## src/rtl/id_ex_hazard_reg.sv

```systemverilog
// ID/EX pipeline register with load-use hazard detection and bubble insertion.
// Optional stall/flush performance counters are enabled by defining HAZARD_PERF_CNT_EN.
module id_ex_hazard_reg #(
    parameter int XLEN   = 64,
    parameter int REG_AW = 5
) (
    input  logic              clk,
    input  logic              rst_n,
    input  logic              ext_stall,
    input  logic              ex_flush,
    input  logic              if_id_valid,
    input  logic [XLEN-1:0]   if_id_pc,
    input  logic [REG_AW-1:0] if_id_Rs1,
    input  logic [REG_AW-1:0] if_id_Rs2,
    input  logic [REG_AW-1:0] if_id_rd,
    input  logic              if_id_uses_rs1,
    input  logic              if_id_uses_rs2,
    input  logic              if_id_RegWrite,
    input  logic              if_id_MemRead,
    input  logic              if_id_MemWrite,
    input  logic              if_id_MemtoReg,
    input  logic              if_id_Branch,
    input  logic              if_id_ALUSrc,
    input  logic [1:0]        if_id_ALUOp,
    input  logic [XLEN-1:0]   rs1_data,
    input  logic [XLEN-1:0]   rs2_data,
    input  logic [XLEN-1:0]   imm,
    output logic              id_ex_valid,
    output logic [XLEN-1:0]   id_ex_pc,
    output logic [XLEN-1:0]   id_ex_rs1_data,
    output logic [XLEN-1:0]   id_ex_rs2_data,
    output logic [XLEN-1:0]   id_ex_imm,
    output logic [REG_AW-1:0] id_ex_Rs1,
    output logic [REG_AW-1:0] id_ex_Rs2,
    output logic [REG_AW-1:0] id_ex_rd,
    output logic              id_ex_RegWrite,
    output logic              id_ex_MemRead,
    output logic              id_ex_MemWrite,
    output logic              id_ex_MemtoReg,
    output logic              id_ex_Branch,
    output logic              id_ex_ALUSrc,
    output logic [1:0]        id_ex_ALUOp,
`ifdef HAZARD_PERF_CNT_EN
    output logic [31:0]       stall_cnt,
    output logic [31:0]       flush_cnt,
`endif
    output logic              pc_write,
    output logic              if_id_write,
    output logic              hazard_stall
);

    logic lu;
    logic bubble;
    logic keep;

    assign lu = id_ex_valid & id_ex_MemRead & (id_ex_rd != '0) & if_id_valid &
                ((if_id_uses_rs1 & (if_id_Rs1 == id_ex_rd)) |
                 (if_id_uses_rs2 & (if_id_Rs2 == id_ex_rd)));

    assign bubble = ex_flush | lu;
    assign keep   = if_id_valid & ~bubble;

    // A flush lets the front end advance; only a genuine load-use holds PC and IF/ID.
    always_comb begin
        pc_write     = 1'b1;
        if_id_write  = 1'b1;
        hazard_stall = 1'b0;
        if (ext_stall) begin
            pc_write    = 1'b0;
            if_id_write = 1'b0;
        end else if (!ex_flush && lu) begin
            pc_write     = 1'b0;
            if_id_write  = 1'b0;
            hazard_stall = 1'b1;
        end
    end

    always_ff @(posedge clk) begin
        if (!rst_n) begin
            id_ex_valid    <= 1'b0;
            id_ex_pc       <= '0;
            id_ex_rs1_data <= '0;
            id_ex_rs2_data <= '0;
            id_ex_imm      <= '0;
            id_ex_Rs1      <= '0;
            id_ex_Rs2      <= '0;
            id_ex_rd       <= '0;
            id_ex_RegWrite <= 1'b0;
            id_ex_MemRead  <= 1'b0;
            id_ex_MemWrite <= 1'b0;
            id_ex_MemtoReg <= 1'b0;
            id_ex_Branch   <= 1'b0;
            id_ex_ALUSrc   <= 1'b0;
            id_ex_ALUOp    <= 2'b00;
        end else if (!ext_stall) begin
            // Bubbles zero every field, so a squashed slot carries no stale data.
            id_ex_valid    <= keep;
            id_ex_pc       <= bubble ? '0 : if_id_pc;
            id_ex_rs1_data <= bubble ? '0 : rs1_data;
            id_ex_rs2_data <= bubble ? '0 : rs2_data;
            id_ex_imm      <= bubble ? '0 : imm;
            id_ex_Rs1      <= bubble ? '0 : if_id_Rs1;
            id_ex_Rs2      <= bubble ? '0 : if_id_Rs2;
            id_ex_rd       <= bubble ? '0 : if_id_rd;
            id_ex_RegWrite <= keep & if_id_RegWrite;
            id_ex_MemRead  <= keep & if_id_MemRead;
            id_ex_MemWrite <= keep & if_id_MemWrite;
            id_ex_MemtoReg <= keep & if_id_MemtoReg;
            id_ex_Branch   <= keep & if_id_Branch;
            id_ex_ALUSrc   <= keep & if_id_ALUSrc;
            id_ex_ALUOp    <= bubble ? 2'b00 : if_id_ALUOp;
        end
    end

`ifdef HAZARD_PERF_CNT_EN
    always_ff @(posedge clk) begin
        if (!rst_n) begin
            stall_cnt <= 32'd0;
            flush_cnt <= 32'd0;
        end else if (!ext_stall) begin
            if (ex_flush) begin
                flush_cnt <= flush_cnt + 32'd1;
            end else if (lu) begin
                stall_cnt <= stall_cnt + 32'd1;
            end
        end
    end
`endif

endmodule

```

## config.mk

```make
export PLATFORM = sky130hd
export DESIGN_NAME = id_ex_hazard_reg
export DESIGN_NICKNAME = d
export VERILOG_FILES = /design/src/rtl/id_ex_hazard_reg.sv
export SDC_FILE = /design/constraint.sdc
export NUM_CORES = 1
export LEC_CHECK = 0
export CELL_PAD_IN_SITES_DETAIL_PLACEMENT = 0
export CELL_PAD_IN_SITES_GLOBAL_PLACEMENT = 1
export CORE_AREA = 2 2 222 224
export CTS_BUF_LIST = sky130_fd_sc_hd__clkbuf_8 sky130_fd_sc_hd__clkbuf_16
export DETAILED_ROUTE_END_ITERATION = 7
export DIE_AREA = 0 0 224 226
export HOLD_SLACK_MARGIN = 0.03
export MAX_ROUTING_LAYER = met4
export PLACE_DENSITY_LB_ADDON = 0.1
export SLEW_MARGIN = 40
export SYNTH_ARGS = -nofsm -noshare
export SYNTH_HDL_FRONTEND = slang
export SYNTH_SLANG_ARGS = --single-unit
export TNS_END_PERCENT = 20
```

## constraint.sdc

```tcl
create_clock -name clk -period 2.6 [get_ports clk]
set_clock_uncertainty 0.1 [all_clocks]
set_input_delay 0.52 -clock clk [delete_from_list [all_inputs] [get_ports clk]]
set_output_delay 0.52 -clock clk [all_outputs]
set_load 0.02 [all_outputs]
```

* After elaboration in Yosys (flattened, before gate mapping)
Index checks and enable logic that the tools add are counted.
** Storage, ports and cells
- Register bits after elaboration :: 280
- Input port bits :: 286
- Output and inout bits :: 283
** Operators by class
- Eq/ne operators :: 2
- Muxes and demuxes :: 12
- Bitwise logic cells :: 16
- Reductions and logical operators :: 3
** Operators with widths (count)
- $mux 64 :: 4
- $mux 5 :: 3
- $and 1x1->1 :: 13
- $eq 5x5->1 :: 2
- $reduce_bool 5->1 :: 1
- $mux 1 :: 4
- $mux 2 :: 1
- $or 1x1->1 :: 2
- $logic_and 1x1->1 :: 1
- $logic_not 1->1 :: 1
- $not 1->1 :: 1

* Longest topological paths before layout
- Word-level depth :: 8
- Depth in mapped cells :: 7

* Worst setup path after synthesis
No wires, ideal clock.
- Kind :: register to output
- From :: register id_ex_rd[4]
- To :: output port pc_write
- Arrival time :: 2.130 ns
- Path slack :: -0.150 ns
- Cell stages (with the launch flop) :: 8
- Path buffers :: 3
- Path through :: dfxtp_1 or4_4 o21ai_4 buf_6 clkbuf_8 nor2_1 a21oi_1 buf_4
** On the way
- Cells in the longest elaborated chain, start to end :: 7
** RTL lines
- from (decl) :: RTL line 35 : output logic [REG_AW-1:0] id_ex_rd,
- from (signal assigned) :: RTL line 104 : id_ex_rd <= bubble ? '0 : if_id_rd;
- $eq 5x5->1 (tied with other cells) :: RTL line 57 : ((if_id_uses_rs1 & (if_id_Rs1 == id_ex_rd)) |
- $and 1x1->1 (on tied branches) :: RTL line 57, 56, 58
- $or 1x1->1 / $and 1x1->1 (equally long branches) :: RTL line 57, 56
- $and 1x1->1 * :: RTL line 56 : assign lu = id_ex_valid & id_ex_MemRead & (id_ex_rd != '0) & if_id_valid &
- $logic_and 1x1->1 * :: RTL line 71 : end else if (!ex_flush && lu) begin
- $mux 1 * (2 in a row)
- to (decl) :: RTL line 47 : output logic pc_write,
Every way passes the cells marked *; elsewhere a longest branch is shown, timed or not.

* Worst setup path in the final report
- From :: register id_ex_rd[1]
- To :: output port if_id_write
** On the way
- Cells in the longest elaborated chain, start to end :: 7
** RTL lines
- $eq 5x5->1 (tied with other cells) :: RTL line 57
- $and 1x1->1 (on tied branches) :: RTL line 57, 56, 58
- $or 1x1->1 / $and 1x1->1 (equally long branches) :: RTL line 57, 56
- $and 1x1->1 * :: RTL line 56
- $logic_and 1x1->1 * :: RTL line 71
- $mux 1 * :: RTL line 71
- $mux 1 * :: RTL line 68 : if (ext_stall) begin
- to (decl) :: RTL line 48 : output logic if_id_write,
Marked as above.

==> results.cfg <==
[outcome]
status = complete, but fails checks
violations = setup timing

[sta]
max_freq_ghz = 0.380
rsz0062_at_grt = yes
hold_viol = 0
slew_viol_final = 0
fin_tns_setup_ns = -0.0627
fin_crit_sh = 1.01
worst-slew-pin-transition_ns = 0.752
fin_hold_ws_ns = 0.213
fin_crit_ns = 2.63
setup_violations = 2
max-slew-margin-rel = 0.499
setup_ws_ns = -0.0315

[grt]
grt_pass1_vias = 12001
grt_pass1_wl_um = 75300
grtUsageTotal = 0.197
antenna_found_initial = 17
grt-ovfl-total = 0
grt_max_degree = 130

[floorplan]
core_area_mm2 = 0.0483
ioPinCount = 569
die_width_um = 224
die-area_mm2 = 0.0506
die_h_um = 226
initial_core_util = 0.239
core.rowCount = 81

[power]
power.density_mw_per_mm2 = 613
power_frac_clock = 0.396
power_switching_mw = 3.24
p_leak_nw = 6.49
p_sw_frac = 0.276
total_power_mw = 11.7
pwr-share-comb = 0.196
intPower_mw = 8.48
ir_worst_vdd_mv = 0.484
pwr-share-seq = 0.408

[worst_setup_path]
crit_path_cell_trace = or4_4 -> o21ai_4 -> nor2_2 -> a21oi_4 -> buf_6
reg2regPathDepth = 6
end_kind = primary output
crit_slowest_cell = or4_4
cp.arrival_ns = 2.01
critPathRequiredTime_ns = 1.98
crit_path_start_kind = register
cp_max_fo = 2
rrSetupSlack_ns = 0.27
r2r-end = id_ex_rs1_data[1]
crit-reg2reg-launch = id_ex_rd[1]
crit_type = register to primary output
cpPeakStageDelay_ns = 0.55

[detailed_routing]
firstDrtPassIters = 5
drt_iter0_drc = 730
vias = 12310
drtAntennaViolNets = 0
vias_per_cell = 4.99
wirelength_um = 50900
wl_per_cell_um = 20.6
drc = 0

[yosys]
yosysSeqAreaShare = 0.485
yosysUniqueCellTypes = 24
yosys_warnings = 0
syn_inst = 1298
synth.avg_cell_area_um2 = 8.90
synth_area_mm2 = 0.0116
ys_ff_latch = 280
syn_nets = 1584

[placement]
port_buffers = 568
place_hpwl_um = 34300
place_congestion = 0.827

[finish]
final_nets = 2093
final_util = 0.396
seq_area_mm2 = 0.00561
n_fill_cell = 4858
multiInputGateArea_mm2 = 0.00522
layout-drive-gt1-share = 0.0646
syn_to_final_growth_pct = 65.4

[clocking]
h-tree-depth = 2
clk_pin_slew_worst_paths_ns = 0.05
clk_path_buf_depth = 3
numCtsBuffers = 37
cts_tree = done
holdBufCountCts = 0
clockRootBuffer = clkbuf_16
numClockSinks = 280
insertion_delay_ns = 0.53

[run]
cap_viol_max_count = 0

[hold_path]
hold_path.class = primary input to register
hold_path_startpoint = if_id_Rs2[3]
holdPathEnd = id_ex_Rs2[3]
holdPathStages = 3
worst max-delay path, delay by kind of cell, from the launching register on:
family                 cells  cell delay [ns]
AO/OA/AOI/OAI              2             0.39
buffers and inverters      1             0.15
AND/OR/NAND/NOR            2             0.62
flip-flops                 1             0.31
worst max-delay path by stage:
| stage | start | endpoint | slack (ns) |
|---|---|---|---|
| 6_report | id_ex_rd[1] | if_id_write | -0.03 |
| 5_1_grt | id_ex_rd[1] | if_id_write | -0.09 |
| 4_1_cts | id_ex_rd[1] | if_id_write | -0.08 |
| 3_5_place_dp | if_id_Rs1[2] | if_id_write | -0.39 |
| 3_3_place_gp | if_id_Rs1[4] | if_id_write | -0.44 |
| 2_1_floorplan | id_ex_rd[4] | pc_write | 0.006 |
cell type report:
class                   count  area share
clock inverters            16     0.00340
multi-input cells         864       0.273
clock buffers              42      0.0520
diodes                     19     0.00249
repair buffers            624       0.335
well taps                 622      0.0407
flip-flops and latches    280       0.293
cells in the mapped netlist:
cell type / n / area (um2)
clkbuf_1: 106 / 398
nor4_1: 1 / 6.26
nor2_1: 1 / 3.75
buf_6: 27 / 304
or4_4: 1 / 11.3
a32oi_1: 274 / 2400
a22o_1: 6 / 52.6
and2_1: 1 / 6.26
xnor2_1: 10 / 87.6
and3_1: 7 / 43.8
dfxtp_1: 280 / 5610
o22a_1: 1 / 8.76
nand2_1: 276 / 1040
buf_2: 13 / 65.1
buf_4: 4 / 30.0
a21oi_1: 1 / 5.00
o22ai_2: 1 / 12.5
a21o_1: 6 / 45.0
nor3b_2: 1 / 12.5
buf_1: 3 / 11.3
nand4_1: 2 / 12.5
o21ai_4: 1 / 16.3
clkbuf_8: 1 / 13.8
o21ai_0: 274 / 1370
layer usage:
metal | part of all wire | track usage | wire length [um]
met5 | 0 | - | 0
met3 | 0.081 | 0.0638 | 4100
met1 | 0.40 | 0.226 | 20400
met2 | 0.49 | 0.316 | 24700
met4 | 0.034 | 0.0873 | 1730
cells in the final DEF, fill, tap and decap left out, types with 2 or more instances in the layout:
| master | instances |
|---|---|
| dfxtp_1 | 279 |
| buf_12 | 23 |
| a21o_1 | 6 |
| xnor2_1 | 6 |
| a32oi_1 | 274 |
| buf_4 | 32 |
| nand2_1 | 275 |
| clkbuf_8 | 5 |
| clkdlybuf4s50_1 | 561 |
| a22o_1 | 6 |
| inv_1 | 14 |
| buf_6 | 4 |
| o21ai_0 | 274 |
| and3_1 | 7 |
| dlymetal6s2s_1 | 4 |
| clkbuf_16 | 37 |
| nand4_1 | 2 |
| diode_2 | 19 |
| xnor2_2 | 4 |
stage by stage:
stage	instances	setup WS (ns)	instance area, um2
2_1_floorplan	1298	0.00593	11600
3_3_place_gp	2386	-0.441	17900
3_5_place_dp	2386	-0.393	17900
4_1_cts	2447	-0.0799	19000
5_1_grt	2465	-0.0892	19100
6_report	2467	-0.0315	19100
sequential cells by signal, indices dropped and copies added (netlist names):
register	cells
id_ex_ALUOp	2
id_ex_ALUSrc	1
id_ex_Branch	1
id_ex_MemRead	1
id_ex_MemWrite	1
id_ex_MemtoReg	1
id_ex_RegWrite	1
id_ex_Rs1	5
id_ex_Rs2	5
id_ex_imm	64
id_ex_pc	64
id_ex_rd	5
id_ex_rs1_data	64
id_ex_rs2_data	64
id_ex_valid	1
power groups by stage:
stage / combinational (mW) / sequential (mW) / clock (mW)
finish: 2.30 / 4.78 / 4.64
global placement: 2.29 / 4.86 / 0
floorplan: 0.488 / 5.25 / 0
detailed placement: 2.30 / 4.86 / 0
global route: 2.45 / 4.82 / 4.99
CTS: 2.32 / 4.78 / 4.82
what timing repair did:
item,CTS,global route
setup buffers,3,1
gates resized for setup,18,12
endpoints found under the setup margin,3,3
pin swaps,9,7
logic make-up after synthesis:
family / Yosys count / synth area share
compound gates: 564 / 0.338
simple gates: 290 / 0.0980
flops: 280 / 0.485
buf+inv: 154 / 0.0711
xor+xnor: 10 / 0.00758
Power figures use the tool's default switching activity.
